<file path="src/rtl/code2421_pkg.sv">
// Shared 2421 code constants, tracker state enum and 2421<->BCD conversions.
package code2421_pkg;

  typedef enum logic [1:0] {SYNC, TRACK, LOCKED} state_t;

  localparam logic [3:0] C2421_0 = 4'b0000;
  localparam logic [3:0] C2421_1 = 4'b0001;
  localparam logic [3:0] C2421_2 = 4'b0010;
  localparam logic [3:0] C2421_3 = 4'b0011;
  localparam logic [3:0] C2421_4 = 4'b0100;
  localparam logic [3:0] C2421_5 = 4'b1011;
  localparam logic [3:0] C2421_6 = 4'b1100;
  localparam logic [3:0] C2421_7 = 4'b1101;
  localparam logic [3:0] C2421_8 = 4'b1110;
  localparam logic [3:0] C2421_9 = 4'b1111;

  function automatic logic [3:0] bcd_to_2421(input logic [3:0] d);
    case (d)
      4'd0:    return C2421_0;
      4'd1:    return C2421_1;
      4'd2:    return C2421_2;
      4'd3:    return C2421_3;
      4'd4:    return C2421_4;
      4'd5:    return C2421_5;
      4'd6:    return C2421_6;
      4'd7:    return C2421_7;
      4'd8:    return C2421_8;
      4'd9:    return C2421_9;
      default: return C2421_0;
    endcase
  endfunction

  // Returns {bad, bcd}; bad is set for the six unused codes.
  function automatic logic [4:0] c2421_decode(input logic [3:0] c);
    case (c)
      C2421_0: return {1'b0, 4'd0};
      C2421_1: return {1'b0, 4'd1};
      C2421_2: return {1'b0, 4'd2};
      C2421_3: return {1'b0, 4'd3};
      C2421_4: return {1'b0, 4'd4};
      C2421_5: return {1'b0, 4'd5};
      C2421_6: return {1'b0, 4'd6};
      C2421_7: return {1'b0, 4'd7};
      C2421_8: return {1'b0, 4'd8};
      C2421_9: return {1'b0, 4'd9};
      default: return {1'b1, 4'd0};
    endcase
  endfunction

endpackage

</file>
<file path="src/rtl/code2421_to_bcd.sv">
// Combinational 2421 -> 8421 BCD decode with an illegal-code flag.
module code2421_to_bcd
  import code2421_pkg::*;
(
  input  logic [3:0] code,
  output logic [3:0] bcd,
  output logic       bad
);

  always_comb begin
    {bad, bcd} = c2421_decode(code);
  end

endmodule

</file>
<file path="src/rtl/code2421_decade_tracker.sv">
// Tracks a 2421 units counter, locks onto clean +1 stepping and counts tens.
// Optional err_cnt output enabled by macro CODE2421_ERRCNT_EN.
module code2421_decade_tracker
  import code2421_pkg::*;
#(
  parameter int unsigned LOCK_COUNT = 2
) (
  input  logic       clk,
  input  logic       rst,
  input  logic [3:0] code_in,
  input  logic       code_valid,
  output logic [3:0] digit_bcd,
  output logic [3:0] tens_bcd,
  output logic [3:0] tens_2421,
  output logic       locked,
  output logic       carry_out,
  output logic       illegal,
  output logic       seq_err
`ifdef CODE2421_ERRCNT_EN
  ,
  output logic [7:0] err_cnt
`endif
);

  state_t     state, state_nxt;
  logic [2:0] run, run_nxt, run_inc;
  logic [3:0] prev, prev_nxt;
  logic [3:0] tens_nxt, want;
  logic [3:0] dec_bcd;
  logic       dec_bad, step_ok, legal_smp;
  logic       illegal_nxt, seq_err_nxt, carry_nxt;

  code2421_to_bcd u_dec (
    .code (code_in),
    .bcd  (dec_bcd),
    .bad  (dec_bad)
  );

  assign want      = (prev == 4'd9) ? 4'd0 : prev + 4'd1;
  assign step_ok   = (dec_bcd == want);
  assign run_inc   = run + 3'd1;
  assign legal_smp = code_valid && !dec_bad;
  assign digit_bcd = prev;

  always_ff @(posedge clk) begin
    if (rst) begin
      state     <= SYNC;
      run       <= '0;
      prev      <= '0;
      tens_bcd  <= '0;
      tens_2421 <= C2421_0;
      locked    <= 1'b0;
      carry_out <= 1'b0;
      illegal   <= 1'b0;
      seq_err   <= 1'b0;
    end else begin
      state     <= state_nxt;
      run       <= run_nxt;
      prev      <= prev_nxt;
      tens_bcd  <= tens_nxt;
      tens_2421 <= bcd_to_2421(tens_nxt);
      locked    <= (state_nxt == LOCKED);
      carry_out <= carry_nxt;
      illegal   <= illegal_nxt;
      seq_err   <= seq_err_nxt;
    end
  end

  always_comb begin
    state_nxt = state;
    run_nxt   = run;
    prev_nxt  = prev;
    tens_nxt  = tens_bcd;
    if (code_valid && dec_bad) begin
      state_nxt = SYNC;
      run_nxt   = '0;
    end else if (legal_smp) begin
      prev_nxt = dec_bcd;
      case (state)
        SYNC: begin
          run_nxt   = '0;
          state_nxt = TRACK;
        end
        TRACK: begin
          if (step_ok) begin
            run_nxt = run_inc;
            if (run_inc == 3'(LOCK_COUNT)) state_nxt = LOCKED;
          end else begin
            run_nxt = '0;
          end
        end
        LOCKED: begin
          if (step_ok) begin
            if (prev == 4'd9) tens_nxt = (tens_bcd == 4'd9) ? 4'd0 : tens_bcd + 4'd1;
          end else begin
            run_nxt   = '0;
            state_nxt = TRACK;
          end
        end
        default: begin
          run_nxt   = '0;
          state_nxt = SYNC;
        end
      endcase
    end
  end

  always_comb begin
    illegal_nxt = code_valid && dec_bad;
    seq_err_nxt = legal_smp && (state == LOCKED) && !step_ok;
    carry_nxt   = legal_smp && (state == LOCKED) && step_ok &&
                  (prev == 4'd9) && (tens_bcd == 4'd9);
  end

`ifdef CODE2421_ERRCNT_EN
  // Counts alongside the pulse it records, so it agrees with the pulse cycle.
  always_ff @(posedge clk) begin
    if (rst)
      err_cnt <= '0;
    else if ((illegal_nxt || seq_err_nxt) && err_cnt != 8'hFF)
      err_cnt <= err_cnt + 8'd1;
  end
`endif

endmodule

</file>
<file path="config.mk">
export PLATFORM = sky130hd
export DESIGN_NAME = code2421_decade_tracker
export DESIGN_NICKNAME = d
export VERILOG_FILES = /design/src/rtl/code2421_pkg.sv /design/src/rtl/code2421_to_bcd.sv /design/src/rtl/code2421_decade_tracker.sv
export SDC_FILE = /design/constraint.sdc
export NUM_CORES = 1
export LEC_CHECK = 0
export CORE_MARGIN = 2
export CORE_UTILIZATION = 52
export DETAILED_ROUTE_END_ITERATION = 10
export PLACE_DENSITY = 0.79
export SYNTH_ARGS = -nofsm -noshare
export SYNTH_HDL_FRONTEND = slang
export SYNTH_SLANG_ARGS = --single-unit
</file>
<file path="constraint.sdc">
create_clock -name clk -period 2.6 [get_ports clk]
set_input_delay 0.52 -clock clk [delete_from_list [all_inputs] [get_ports clk]]
set_output_delay 0.52 -clock clk [all_outputs]
set_load 0.05 [all_outputs]
</file>
==> metrics.md, run 1 <==
| Metric | Value |
|---|---|
| Vias in the first global route | 1141 |
| Initial antenna violation count | 0 |
| Syn Std Cell Area | 1310 um^2 |
| Arrival @ worst endpoint | 2.65 ns |
| Cell Rows | 18 |
| DP Wirelength | 2300 um |
| Path depth of the worst reg2reg path | 8 |
| Diode count | 0 |
| Post_cts resized | 0 |
| Synth Area in Adders | 1.91% |
| RSZ-0062 raised after global routing | no |
| Slowest cell on crit path | clkdlybuf4s50_1 |
| Mapped Avg Cell Area | 7.89 um^2 |
| WP buf/inv | 4 |
| Clk Tree Root Cell | clkbuf_4 |
| Fin crit share | 93.5% |
| Routed vias | 1314 |
| Hold violation total from the final report | 0 |
| Worst setup path end | run[1]$_SDFFE_PP0P_ |
| Worst-margin pin slew | 0.496 ns |
| PwrDens | 390 nW/um^2 |
| Setup total negative slack | 0 ns |
| Max cap viols | 0 |
| Yosys reg bits | 21 |
| P&R area growth vs syn | 26.8% |
| Reg clk slew, reported paths | 0.12 ns |
| Register-to-register setup slack | 0.42 ns |
| Post-synth EDFFs | 0 |
| First-pass DRT Iterations | 5 |
| Max FO, Critical Path | 10 |
| Clock Skew | 0.00382 ns |
| Synth Flop Type | dfxtp_1 |
| Layout cells sized above 1 | 13.1% |
| Worst min path class | register to register |
| Async set or reset register ratio after synthesis | 0% |
| Die Span Y | 54.2 um |
| Status | complete, no violations |
| Num CTS Buffers | 3 |
| Commonest non-fill, non-tap cell in the layout | clkdlybuf4s50_1 |
| DRC errors left | 0 |
| All-Layer GR Usage | 22.3% |
| Final Setup Violations | 0 |
| XOR/XNOR Fraction of Synth Area | 6.02% |
| H-Tree Depth | 1 |
| Vias per Instance | 5.76 |
| Number of top-level pins | 23 |
| Critical path startpoint | code_in[3] |
| Fin. max-slew vios | 0 |
| DIE AREA | 2940 um^2 |
| Startpoint types | input pin |
| Crit Path Category | input pin to register |
| Clock latency at the later pin of the worst-skew pair | 0.31 ns |
| CP max stage delay | 0.48 ns |
| CTS tree | yes |
| Post-Synthesis Cells | 166 |
| Initial core utilization | 53.9% |
| Worst vdd ir | 0.307 mV |
| Worst path depth | 10 |
| Most frequent cells in the layout | clkdlybuf4s50_1, dfxtp_1, nor2_1 |
| Overflow left after global routing | 0 |
| First-pass GRT wire length | 4810 um |
| CP Cell Sequence | clkdlybuf4s50_1, buf_4, and2b_1, o32ai_2, xnor2_1, a2111oi_4, buf_4, buf_4, a21oi_2, o32ai_1 |
| Antenna Nets Post-Route | 0 |
| R2r startpoint | digit_bcd[0]$_SDFFE_PP0P_ |
| Worst path top cell family by delay | buffers and inverters |
| Crit end category | register |
| Post-synthesis sequential area ratio | 32.1% |
| Netlist cell types | 51 |
| Post-route setup slack | 0.168 ns |
| Drt total wl | 2940 um |
| Cell mode on critical path | buf_4 |
| Synth Area in Compound Gates | 23.9% |
| Synth Area in Simple Gates | 30.0% |
| Critical path data required time | 2.82 ns |
| Slew margin rel. | 66.8% |
| Final GP Congestion | 0.909 |
| I/O Buffers | 22 |
| Fillers | 209 |
| Fmax | 411 MHz |
| Post-CTS setup buffers | 0 |
| Die Width | 54.2 um |
| Yosys Warn Count | 0 |
| Pre-CTS WS | -0.187 ns |
| Clock sink count | 21 |
| Multiplexer share of the synthesized area | 0% |
| Hold buffers post-CTS | 0 |
| Min Tclk post-route | 2.43 ns |
| Static Leak | 0.633 nW |
| Net Count, Synth | 175 |
| Clock buffer depth | 2 |
| Main combinational cell family by area after synthesis | simple AND/OR/NAND/NOR gates |
| Initial DRC Count | 37 |
| Worst R2R End | run[1]$_SDFFE_PP0P_ |
| Avg WL per Cell | 12.9 um |
| Nets | 208 |
| CORE AREA | 2430 um^2 |
| Pin count of the biggest net entering global routing | 18 |
worst min-delay path by stage:
stage	from	endpoint	slack [ns]	cells past startpoint
after CTS	run[2]$_SDFFE_PP0P_	run[2]$_SDFFE_PP0P_	0.50	1
after global placement	run[2]$_SDFFE_PP0P_	run[2]$_SDFFE_PP0P_	0.47	1
final	run[2]$_SDFFE_PP0P_	run[2]$_SDFFE_PP0P_	0.50	1
after detailed placement	run[2]$_SDFFE_PP0P_	run[2]$_SDFFE_PP0P_	0.48	1
after floorplan	run[2]$_SDFFE_PP0P_	run[2]$_SDFFE_PP0P_	0.45	1
after global routing	run[2]$_SDFFE_PP0P_	run[2]$_SDFFE_PP0P_	0.50	1
area by class of cell:
class / count / area, um^2 / area share (%)
clock buffer: 3 / 22.5 / 1.36
timing repair buffer: 37 / 333 / 20.0
multi-input combinational: 127 / 810 / 48.7
tap: 30 / 37.5 / 2.26
clock inverter: 1 / 5.00 / 0.301
sequential: 21 / 420 / 25.3
inverter: 9 / 33.8 / 2.03
report_power, final:
part,total [mW],switching [mW],internal [mW]
Combinational,0.151,0.0855,0.0658
Clock,0.160,0.103,0.0575
Sequential,0.337,0.00887,0.328
per-layer routing:
layer  GRT usage [%]  part of all wire [%]  wire (um)
met1            27.1                    45       1310
met2            39.2                    49       1430
met3            3.33                   5.1        151
met5               0                     0          0
met4            7.92                   1.5         43
registers in the layout (all words and copies together), names as in the netlist:
register,cells
carry_out,1
digit_bcd,4
illegal,1
locked,1
run,3
seq_err,1
state,2
tens_2421,4
tens_bcd,4
metrics by stage:
step	instance area [um^2]	total power, mW	hold WS [ns]	util (%)	instances
2_1_floorplan	1310	0.440	0.453	-	166
3_3_place_gp	1630	0.490	0.466	67.2	224
3_5_place_dp	1630	0.495	0.478	67.2	224
4_1_cts	1660	0.651	0.497	68.3	228
5_1_grt	1660	0.679	0.505	68.3	228
6_report	1660	0.649	0.498	68.3	228
cells in the mapped netlist, drive strengths merged, types with 2 or more instances:
master / count / share of area [%]
a31oi: 5 / 2.4
nand4b: 2 / 1.3
o2bb2ai: 2 / 1.3
ha: 2 / 1.9
o32ai: 2 / 1.9
xnor2: 5 / 3.3
o21ai: 6 / 2.3
a21oi: 8 / 3.3
xor2: 4 / 2.7
inv: 9 / 2.6
nand4: 3 / 1.9
nand2b: 6 / 2.9
dfxtp: 21 / 32
nor3: 7 / 2.7
a211oi: 3 / 1.7
nor4: 2 / 0.95
nand2: 15 / 4.3
a2111oi: 2 / 2.8
buf: 5 / 2.3
nor2b: 6 / 2.9
nor2: 19 / 5.4
nand3b: 2 / 1.1
or2: 2 / 0.96
and2: 2 / 0.95
nand3: 5 / 1.9
clkbuf: 4 / 1.2
kinds of logic after synthesis:
logic type	count (synthesis)
AND/OR/NAND/NOR	76
AO/OA/AOI/OAI	40
flip-flops	21
buffers and inverters	18
XOR/XNOR	9
adder cells (fa/ha/maj)	2
worst register-to-register path: cells and delay by family (launching register included):
kind,cells,cell delay [ns]
buf+inv,3,0.49
flops,1,0.42
simple gates,1,0.22
compound gates,4,0.96
Power figures use the tool's default switching activity.
==> run 2, diff against run 1 <==
- CTS_CLUSTER_DIAMETER: unset -> 120
==> results of run 2 <==
Final layout, timing and power as in run 1 (identical DEF).
